==> src/rtl/dma_pkg.sv <==
// Shared types and constants for the DMA I/O port and its FIFOs.
package dma_pkg;

    // Byte bus width between the DMAC and the port.
    localparam int DMA_BYTE_W = 8;

    // Transfer direction as latched in dir_q.
    localparam logic DIR_IO2MEM = 1'b0;
    localparam logic DIR_MEM2IO = 1'b1;

    // Request/transfer handshake states.
    typedef enum logic [1:0] {
        ST_IDLE = 2'd0,
        ST_REQ  = 2'd1,
        ST_XFER = 2'd2,
        ST_DONE = 2'd3
    } state_e;

endpackage

==> src/rtl/dma_sync_fifo.sv <==
// Synchronous first-word-fall-through FIFO. Pushes are dropped when full,
// pops are dropped when empty, and the head reads as zero while empty.
module dma_sync_fifo #(
    parameter int DW    = 8,
    parameter int DEPTH = 8
) (
    input  logic                     clk_i,
    input  logic                     rst_i,
    input  logic                     push_i,
    input  logic [DW-1:0]            wdata_i,
    input  logic                     pop_i,
    output logic [DW-1:0]            rdata_o,
    output logic                     full_o,
    output logic                     empty_o,
    output logic [$clog2(DEPTH):0]   count_o
);

    localparam int AW = $clog2(DEPTH);
    localparam int CW = AW + 1;
    localparam logic [CW-1:0] FULL_CNT = CW'(DEPTH);

    logic [DW-1:0] mem_q [DEPTH];
    logic [AW-1:0] wr_ptr_q, wr_ptr_d;
    logic [AW-1:0] rd_ptr_q, rd_ptr_d;
    logic [CW-1:0] count_q, count_d;
    logic          push_ok, pop_ok;

    assign full_o  = (count_q == FULL_CNT);
    assign empty_o = (count_q == '0);
    assign count_o = count_q;
    assign push_ok = push_i && !full_o;
    assign pop_ok  = pop_i && !empty_o;
    assign rdata_o = empty_o ? '0 : mem_q[rd_ptr_q];

    // Next pointers and occupancy; pointers wrap naturally at the power-of-2 depth.
    always_comb begin
        // NOTE: every output gets a default first so no latch is inferred.
        wr_ptr_d = wr_ptr_q;
        rd_ptr_d = rd_ptr_q;
        count_d  = count_q;
        if (push_ok) begin
            wr_ptr_d = wr_ptr_q + AW'(1);
        end
        if (pop_ok) begin
            rd_ptr_d = rd_ptr_q + AW'(1);
        end
        if (push_ok && !pop_ok) begin
            count_d = count_q + CW'(1);
        end else if (pop_ok && !push_ok) begin
            count_d = count_q - CW'(1);
        end
    end

    // Pointer and count registers with synchronous reset.
    always_ff @(posedge clk_i) begin
        // NOTE: non-blocking assignments so every register samples pre-edge values.
        if (rst_i) begin
            wr_ptr_q <= '0;
            rd_ptr_q <= '0;
            count_q  <= '0;
        end else begin
            wr_ptr_q <= wr_ptr_d;
            rd_ptr_q <= rd_ptr_d;
            count_q  <= count_d;
        end
    end

    // Storage write port.
    always_ff @(posedge clk_i) begin
        // NOTE: storage is not reset; the empty flag masks stale entries.
        if (push_ok) begin
            mem_q[wr_ptr_q] <= wdata_i;
        end
    end

endmodule

==> src/rtl/dma_io_port.sv <==
// Peripheral-side DMA port: raises DREQ when its FIFO can sustain a transfer,
// serves DACK/IOR/IOW strobes from the DMAC, and streams bytes to/from a device.
module dma_io_port
    import dma_pkg::*;
#(
    parameter int DW     = DMA_BYTE_W,
    parameter int DEPTH  = 8,
    parameter int THRESH = 1
) (
    input  logic          CLK,
    input  logic          RST,
    input  logic          EN,
    input  logic          DIR,
    output logic          DREQ,
    input  logic          DACK,
    input  logic          IOR,
    input  logic          IOW,
    input  logic          EOP,
    output logic          RDY,
    output logic [DW-1:0] DOUT,
    input  logic [DW-1:0] DIN,
    input  logic          DEV_WVALID,
    input  logic [DW-1:0] DEV_WDATA,
    output logic          DEV_WREADY,
    output logic          DEV_RVALID,
    output logic [DW-1:0] DEV_RDATA,
    input  logic          DEV_RREADY,
    output logic          DONE
);

    localparam int CW = $clog2(DEPTH) + 1;
    localparam logic [CW-1:0] DEPTH_C  = CW'(DEPTH);
    localparam logic [CW-1:0] THRESH_C = CW'(THRESH);

    state_e        state_q, state_d;
    logic          dir_q, dir_d;
    logic          dreq_q, dreq_d;
    logic          done_q, done_d;
    logic          rx_full, rx_empty, tx_full, tx_empty;
    logic [CW-1:0] rx_count, tx_count;
    logic [DW-1:0] rx_head;
    logic          in_xfer, cond_c, rx_pop, tx_push;

    // Request condition: enough buffered bytes (RX) or free slots (TX).
    assign cond_c = (dir_q == DIR_IO2MEM) ? (rx_count >= THRESH_C)
                                          : ((DEPTH_C - tx_count) >= THRESH_C);

    // The DMAC may only strobe while the selected FIFO can take the access.
    assign in_xfer = (state_q == ST_XFER);
    assign RDY     = in_xfer && ((dir_q == DIR_IO2MEM) ? !rx_empty : !tx_full);
    assign rx_pop  = RDY && DACK && IOR && (dir_q == DIR_IO2MEM);
    assign tx_push = RDY && DACK && IOW && (dir_q == DIR_MEM2IO);

    assign DOUT       = (DACK && (dir_q == DIR_IO2MEM)) ? rx_head : '0;
    assign DEV_WREADY = !rx_full;
    assign DEV_RVALID = !tx_empty;
    assign DREQ       = dreq_q;
    assign DONE       = done_q;

    dma_sync_fifo #(.DW(DW), .DEPTH(DEPTH)) u_rx_fifo (
        .clk_i   (CLK),
        .rst_i   (RST),
        .push_i  (DEV_WVALID),
        .wdata_i (DEV_WDATA),
        .pop_i   (rx_pop),
        .rdata_o (rx_head),
        .full_o  (rx_full),
        .empty_o (rx_empty),
        .count_o (rx_count)
    );

    dma_sync_fifo #(.DW(DW), .DEPTH(DEPTH)) u_tx_fifo (
        .clk_i   (CLK),
        .rst_i   (RST),
        .push_i  (tx_push),
        .wdata_i (DIN),
        .pop_i   (DEV_RREADY),
        .rdata_o (DEV_RDATA),
        .full_o  (tx_full),
        .empty_o (tx_empty),
        .count_o (tx_count)
    );

    // Next-state logic; in XFER, EOP beats a DACK drop, which beats an EN drop.
    always_comb begin
        state_d = state_q;
        dir_d   = dir_q;
        case (state_q)
            ST_IDLE: begin
                dir_d = DIR;
                if (EN && cond_c) state_d = ST_REQ;
            end
            ST_REQ: begin
                if (!EN)       state_d = ST_IDLE;
                else if (DACK) state_d = ST_XFER;
            end
            ST_XFER: begin
                if (EOP)        state_d = ST_DONE;
                else if (!DACK) state_d = ST_IDLE;
                else if (!EN)   state_d = ST_IDLE;
            end
            ST_DONE: begin
                if (!EN) state_d = ST_IDLE;
            end
            default: state_d = ST_IDLE;
        endcase
        dreq_d = (state_d == ST_REQ) || (state_d == ST_XFER);
        done_d = (state_q == ST_XFER) && EOP;
    end

    // State, latched direction and registered DREQ/DONE outputs.
    always_ff @(posedge CLK) begin
        if (RST) begin
            state_q <= ST_IDLE;
            dir_q   <= DIR_IO2MEM;
            dreq_q  <= 1'b0;
            done_q  <= 1'b0;
        end else begin
            state_q <= state_d;
            dir_q   <= dir_d;
            dreq_q  <= dreq_d;
            done_q  <= done_d;
        end
    end

endmodule

==> config.mk <==
export PLATFORM = sky130hd
export DESIGN_NAME = dma_io_port
export DESIGN_NICKNAME = d
export VERILOG_FILES = /design/src/rtl/dma_pkg.sv /design/src/rtl/dma_sync_fifo.sv /design/src/rtl/dma_io_port.sv
export SDC_FILE = /design/constraint.sdc
export NUM_CORES = 1
export LEC_CHECK = 0
export ABC_CLOCK_PERIOD_IN_PS = 6500
export BUFFER_PORTS_ARGS = -buffer_cell sky130_fd_sc_hd__buf_2
export CAP_MARGIN = 5
export CELL_PAD_IN_SITES_DETAIL_PLACEMENT = 0
export CELL_PAD_IN_SITES_GLOBAL_PLACEMENT = 2
export CORE_UTILIZATION = 48
export CTS_CLUSTER_DIAMETER = 120
export DETAILED_ROUTE_END_ITERATION = 7
export GPL_TIMING_DRIVEN = 0
export HOLD_SLACK_MARGIN = 0.12
export PLACE_DENSITY = 0.88
export SYNTH_ARGS = -nofsm -noshare
export SYNTH_HDL_FRONTEND = slang
export SYNTH_SLANG_ARGS = --single-unit
==> constraint.sdc <==
create_clock -name CLK -period 6.5 [get_ports CLK]
set_input_delay 0.65 -clock CLK [delete_from_list [all_inputs] [get_ports CLK]]
set_output_delay 0.65 -clock CLK [all_outputs]
set_load 0.05 [all_outputs]
Word-level counts from Yosys, hierarchy flattened
Memory sizes are Yosys's and may differ from the RTL's. A register that Yosys moved wholly into a read port is not among the register bits.
Index checks and enable logic that the tools add are counted.

cells by class
  bitwise operators = 1
  add/sub/neg operators = 9
  reduce and logical (&&, ||, !) cells = 31
  eq/ne operators = 7
  mux-type cells = 24
  $lt $le $gt $ge = 2

operator list
  kind                                                                count
  two-way mux 8 bit                                                   3
  logical AND 1 bit                                                   17
  two-way mux 4 bit                                                   4
  adder 3 x 1 -> 3 bit (second input constant)                        4
  two-way mux 2 bit                                                   6
  two-way mux 3 bit                                                   4
  adder 4 x 1 -> 4 bit (second input constant)                        2
  equality test 4 bit (second input constant)                         2
  greater-or-equal comparator 4 x 1 -> 1 bit (second input constant)  2
  logical NOT 1 bit                                                   8
  logical NOT 4 bit                                                   2
  one-hot mux 2 bit (4 select lines)                                  1
  subtractor 4 x 1 -> 4 bit (second input constant)                   2
  equality test 2 bit (second input constant)                         3
  two-way mux 1 bit                                                   6
  equality test 2 x 1 -> 1 bit (second input constant)                2
  nonzero test 2 bit                                                  2
  subtractor 4 bit (first input constant)                             1
  logical NOT 2 bit                                                   1
  logical OR 1 bit                                                    1
  inverter 1 bit                                                      1

storage, ports and cells
  RAM bits = 128
  register bits = 25
  output and inout bits = 21
  memories kept = 2
  word-level logic and storage cells = 86

memory list
  memory           words  bits a word  rd ports  clocked after Yosys merged registers in  write ports  line                 text
  u_rx_fifo.mem_q  8      8            1         1                                        1            dma_sync_fifo.sv:22  logic [DW-1:0] mem_q [DEPTH];
  u_tx_fifo.mem_q  8      8            1         1                                        1            dma_sync_fifo.sv:22

Logic depth before layout (Yosys ltp)
  depth after elaboration = 12
  mapped depth = 12

Cells and area by module
From an unflattened synthesis, not the netlist that was laid out.

second synthesis, totals
  cell total of the unflattened synthesis = 387
  area total of the unflattened synthesis = 6575.1 um2

by module, submodules not included
  module         cells an instance  instances  area each (um2)  sequential area each (um2)
  dma_sync_fifo  174                2          3114.2           2182.1
  dma_io_port    39                 1          346.6            100.1

Worst setup path before layout
Ideal clock, no wire load.

  path kind = register to register
  from = reg u_rx_fifo.count_q[0] (netlist: u_rx_fifo.count_o[0])
  to = reg u_rx_fifo.count_q[3] (netlist: u_rx_fifo.count_o[3])
  period minus slack after synthesis = 3053 ps
  path slack = 3447 ps
  stages on the path, launching flop included = 12
  library setup time = 129 ps
  data arrival time = 2924 ps
  path through = dfxtp_1 inv_1 ha_1 nor4b_2 a211oi_2 and3_1 inv_1 ha_1 or4_1 a21oi_1 xnor2_1 nor2_1

on the way
  word-level cells in the longest chain between the ends = 11

ends and longest elaborated chain
  item                                                     line                 text
  start, declared                                          dma_sync_fifo.sv:25  logic [CW-1:0] count_q, count_d;
  start signal, assigned                                   dma_sync_fifo.sv:64  count_q <= count_d;
  logical NOT 4 bit *                                      dma_sync_fifo.sv:29  assign empty_o = (count_q == '0);
  logical NOT 1 bit *                                      dma_io_port.sv:50    assign RDY = in_xfer && ((dir_q == DIR_IO2MEM) ? !rx_empty : !tx_full);
  two-way mux 1 bit *                                      dma_io_port.sv:50
  logical AND 1 bit *                                      dma_io_port.sv:50
  via RDY                                                  dma_io_port.sv:19    output logic RDY,
  logical AND 1 bit * (3 in series)                        dma_io_port.sv:51    assign rx_pop = RDY && DACK && IOR && (dir_q == DIR_IO2MEM);
  logical AND 1 bit *                                      dma_sync_fifo.sv:32  assign pop_ok = pop_i && !empty_o;
  logical NOT 1 bit                                        dma_sync_fifo.sv:47  if (push_ok && !pop_ok) begin
  logical AND 1 bit                                        dma_sync_fifo.sv:47
  two-way mux 4 bit or nonzero test 2 bit (tied branches)  -

Mark *: on every way through the listed nets, which the timed path passes. The rest lies on a longest branch. The select of a mux whose other input is x is not followed.
A chain may end at the register's enable or synchronous reset.

Worst setup path after layout
  from = reg u_rx_fifo.count_q[0] (netlist: u_rx_fifo.count_o[0])
  to = out DOUT[0]

on the way
  word-level cells in the longest chain between the ends = 3

ends and longest elaborated chain
  item               line                 text
  logical NOT 4 bit  dma_sync_fifo.sv:29
  two-way mux 8 bit  dma_sync_fifo.sv:33  assign rdata_o = empty_o ? '0 : mem_q[rd_ptr_q];
  two-way mux 8 bit  dma_io_port.sv:54    assign DOUT = (DACK && (dir_q == DIR_IO2MEM)) ? rx_head : '0;
  end, declared      dma_io_port.sv:20    output logic [DW-1:0] DOUT,

No other way between the ends.

==> run metrics <==
status completed; TritonCTS Buffers 17; RSZ-0062 raised after global routing no; WHS Endpoint dir_q; top post-synthesis cells by area edfxtp_1 (60%), mux4_2 (11%), dfxtp_1 (9.7%), mux2i_1 (3.1%), nor2_1 (2.8%); max-cap check violation count 0; Post-Syn Area about 0.0064 mm²; compound-gate portion of the synthesized area 1.96%; Worst Hold Class primary input to flop; FMAX 0.327 GHz; input/output buffers 45; Crit path arrival time 2.41 ns; postcts setup bufs 0; share of the synthesized area in the top cell type 60.1%; leak pwr 2.58 nW; vias in the first global route 3535; launching point of the worst reg2reg path u_tx_fifo.count_o[3]; Synth area leader edfxtp_1; Initial DRT Pass Iterations 4; Vias between 3000 and 4000; Crit. End Element output port; Seq/Total Area, Yosys between 60% and 70%; relative slew slack 31.3%; Root Driver clkbuf_16; Routed WL 12000 µm; asr flop ratio synth 0%; average size of a mapped cell roughly 17 µm²; fin crit period slightly above 3 ns; Syn. warnings 0; CTS Sinks roughly 160; Iteration-0 DRC Markers between 200 and 250; Synth Flop Type edfxtp_1; initial antenna violation count 1; CTS-repair resized insts 0; first-pass GRT wire length around 19000 µm; post-route insts no fill around 630; routed vias/inst around 5.4; DR DRC count 0; most frequent cells in the layout edfxtp_1 (128), buf_2 (52), nor2_1 (47); simple-gate share of the synthesized area under 10%; Critical Setup Path Class flop to output port; Tcrit/Tclk final between 40% and 50%; Worst-Margin Slew slightly above 1 ns; IO Pins 47; hold-fix buffer count after cts 0; Synth Area in XOR/XNOR approximately 1.8%; reg2reg end u_tx_fifo.count_o[3]; Post-synth EDFFs approximately 130; GRT Total Usage about a fifth; Nets 483; R2R cell count 11; WL per Instance about 19 µm; die area 0.0138 mm²; worst hold slack between 0.4 and 0.5 ns; Hold Vio Cnt, Final 0; DIE HEIGHT 117 µm; Row Count around 40; Skew-Pair Late Insertion Delay 0.42 ns; DIE WIDTH around 120 µm; Worst-path clk slew 0.06 ns; placed insts around 600; PwrDens 387 mW/mm²; Initial Util 49.8%; Worst Path Required 5.85 ns; CP Max Fanout 8; layout cell share with drive strength beyond 1 roughly 28%; min-delay src DIR; largest family of logic cells by synthesized area multiplexers; worst vdd ir around 0.00019 V; Max clock buf depth 2; final slew viol count 0; GPL Wtd Cong around 0.74; area share of fa/ha/maj cells after synthesis 2.62%; overall power between 0.002 and 0.003 W; Final HPWL DP between 7000 and 8000 µm; Setup TNS 0 ns; FF-to-FF setup slack about 3.7 ns; mux cell area share after synthesis approximately 15%; Cells after Synth around 380; H-tree Lvls 4; flops & latches, synth between 150 and 200; GR Overflow Total 0; Placeable Area 0.0128 mm²; Worst Clk Skew between 0.008 and 0.009 ns; commonest non-fill, non-tap cell in the layout edfxtp_1; Antenna Nets Post-Route 0; CTS tree yes; post-synth net total 415; Area growth syn-to-layout 17.7%; startpoint types flop; Hold Crit Depth 3; Final Setup Violations 0; largest net degree at the start of global routing 17; Netlist cell types 44
==> how the worst max path moves through the flow <==
stage | start | to | cells past startpoint
after global routing | u_rx_fifo.count_o[0] | DOUT[4] | 7
after floorplan | u_rx_fifo.count_o[0] | u_rx_fifo.count_o[3] | 11
after CTS | u_rx_fifo.count_o[0] | DOUT[0] | 7
after global placement | DACK | u_tx_fifo.mem_q[0][0] | 5
after detailed placement | DACK | u_tx_fifo.count_o[3] | 13
final | u_rx_fifo.count_o[0] | DOUT[0] | 7
==> worst max-delay path: stages, from the launching register on <==
cell,delay (ns)
dfxtp_1,0.44
inv_1,0.07
ha_1,0.24
nor3b_1,0.16
or3_1,0.31
buf_1,0.27
nor2_1,0.21
buf_2,0.29
==> flip-flops by register name, indices dropped and copies added (netlist names), named ones only <==
register and flops:
u_rx_fifo.rd_ptr_q 3, u_tx_fifo.mem_q 64, u_tx_fifo.rd_ptr_q 3, u_rx_fifo.count_o 4, DONE 1, u_tx_fifo.wr_ptr_q 3, u_tx_fifo.count_o 4, dir_q 1
u_rx_fifo.mem_q 64, DREQ 1, state_q 2, u_rx_fifo.wr_ptr_q 3
==> Yosys cell counts (all sizes together) (3+ instances only) <==
library cell and number:
clkbuf 3, inv 9, nand2 11, nor2 48, xor2 8, nor3 8, mux2i 20, a21oi 11
nand2b 7, or3 4, mux4 32, dfxtp 31, nand3 3, xnor2 5, ha 11, o21ai 4
buf 13, edfxtp 128
==> report_power, final <==
part	internal [W]	leakage [nW]	switching [W]
combinational	0.000225	0.859	0.000421
sequential	0.00114	1.41	0.0000459
clock	0.000700	0.315	0.000379
total	0.00207	2.58	0.000846
==> layout make-up <==
class / instances / area, µm²
fill: 986 / 5300
sequential: 159 / 4460
multi-input combinational: 192 / 1820
clock buffer: 21 / 460
timing repair buffer: 49 / 248
tap: 172 / 215
clock inverter: 11 / 189
buffer: 16 / 80.1
inverter: 10 / 42.5
antenna: 1 / 2.50
==> stage by stage <==
| step | setup slack, ns | util [%] | cell area, µm² |
|---|---|---|---|
| after floorplan | 3.45 | - | 6390 |
| after global placement | 3.11 | 53.3 | 6830 |
| after detailed placement | 3.67 | 53.6 | 6870 |
| after CTS | 3.40 | 58.6 | 7520 |
| after global routing | 3.25 | 58.7 | 7520 |
| final | 3.44 | 58.7 | 7520 |
==> layer usage <==
metal / vias up / wire (µm) / global-route usage (%)
met3: 11 / 611 / 3.99
met1: 1701 / 5240 / 24.8
met4: 0 / 128 / 7.95
met5: - / 0 / 0
li1: 1585 / - / -
met2: 96 / 6010 / 30.5
==> cells by family (layout without fill, tap and decap cells) <==
group	after synthesis	count (layout)
AOI/OAI and AO/OA	20	20
xor gates and xnor gates	13	13
adders and majority gates	13	13
buffers and inverters	26	107
DFF	159	159
muxes	53	53
other	0	1
and+or+nand+nor	93	93
No activity file was read; power rests on OpenSTA's default activity.
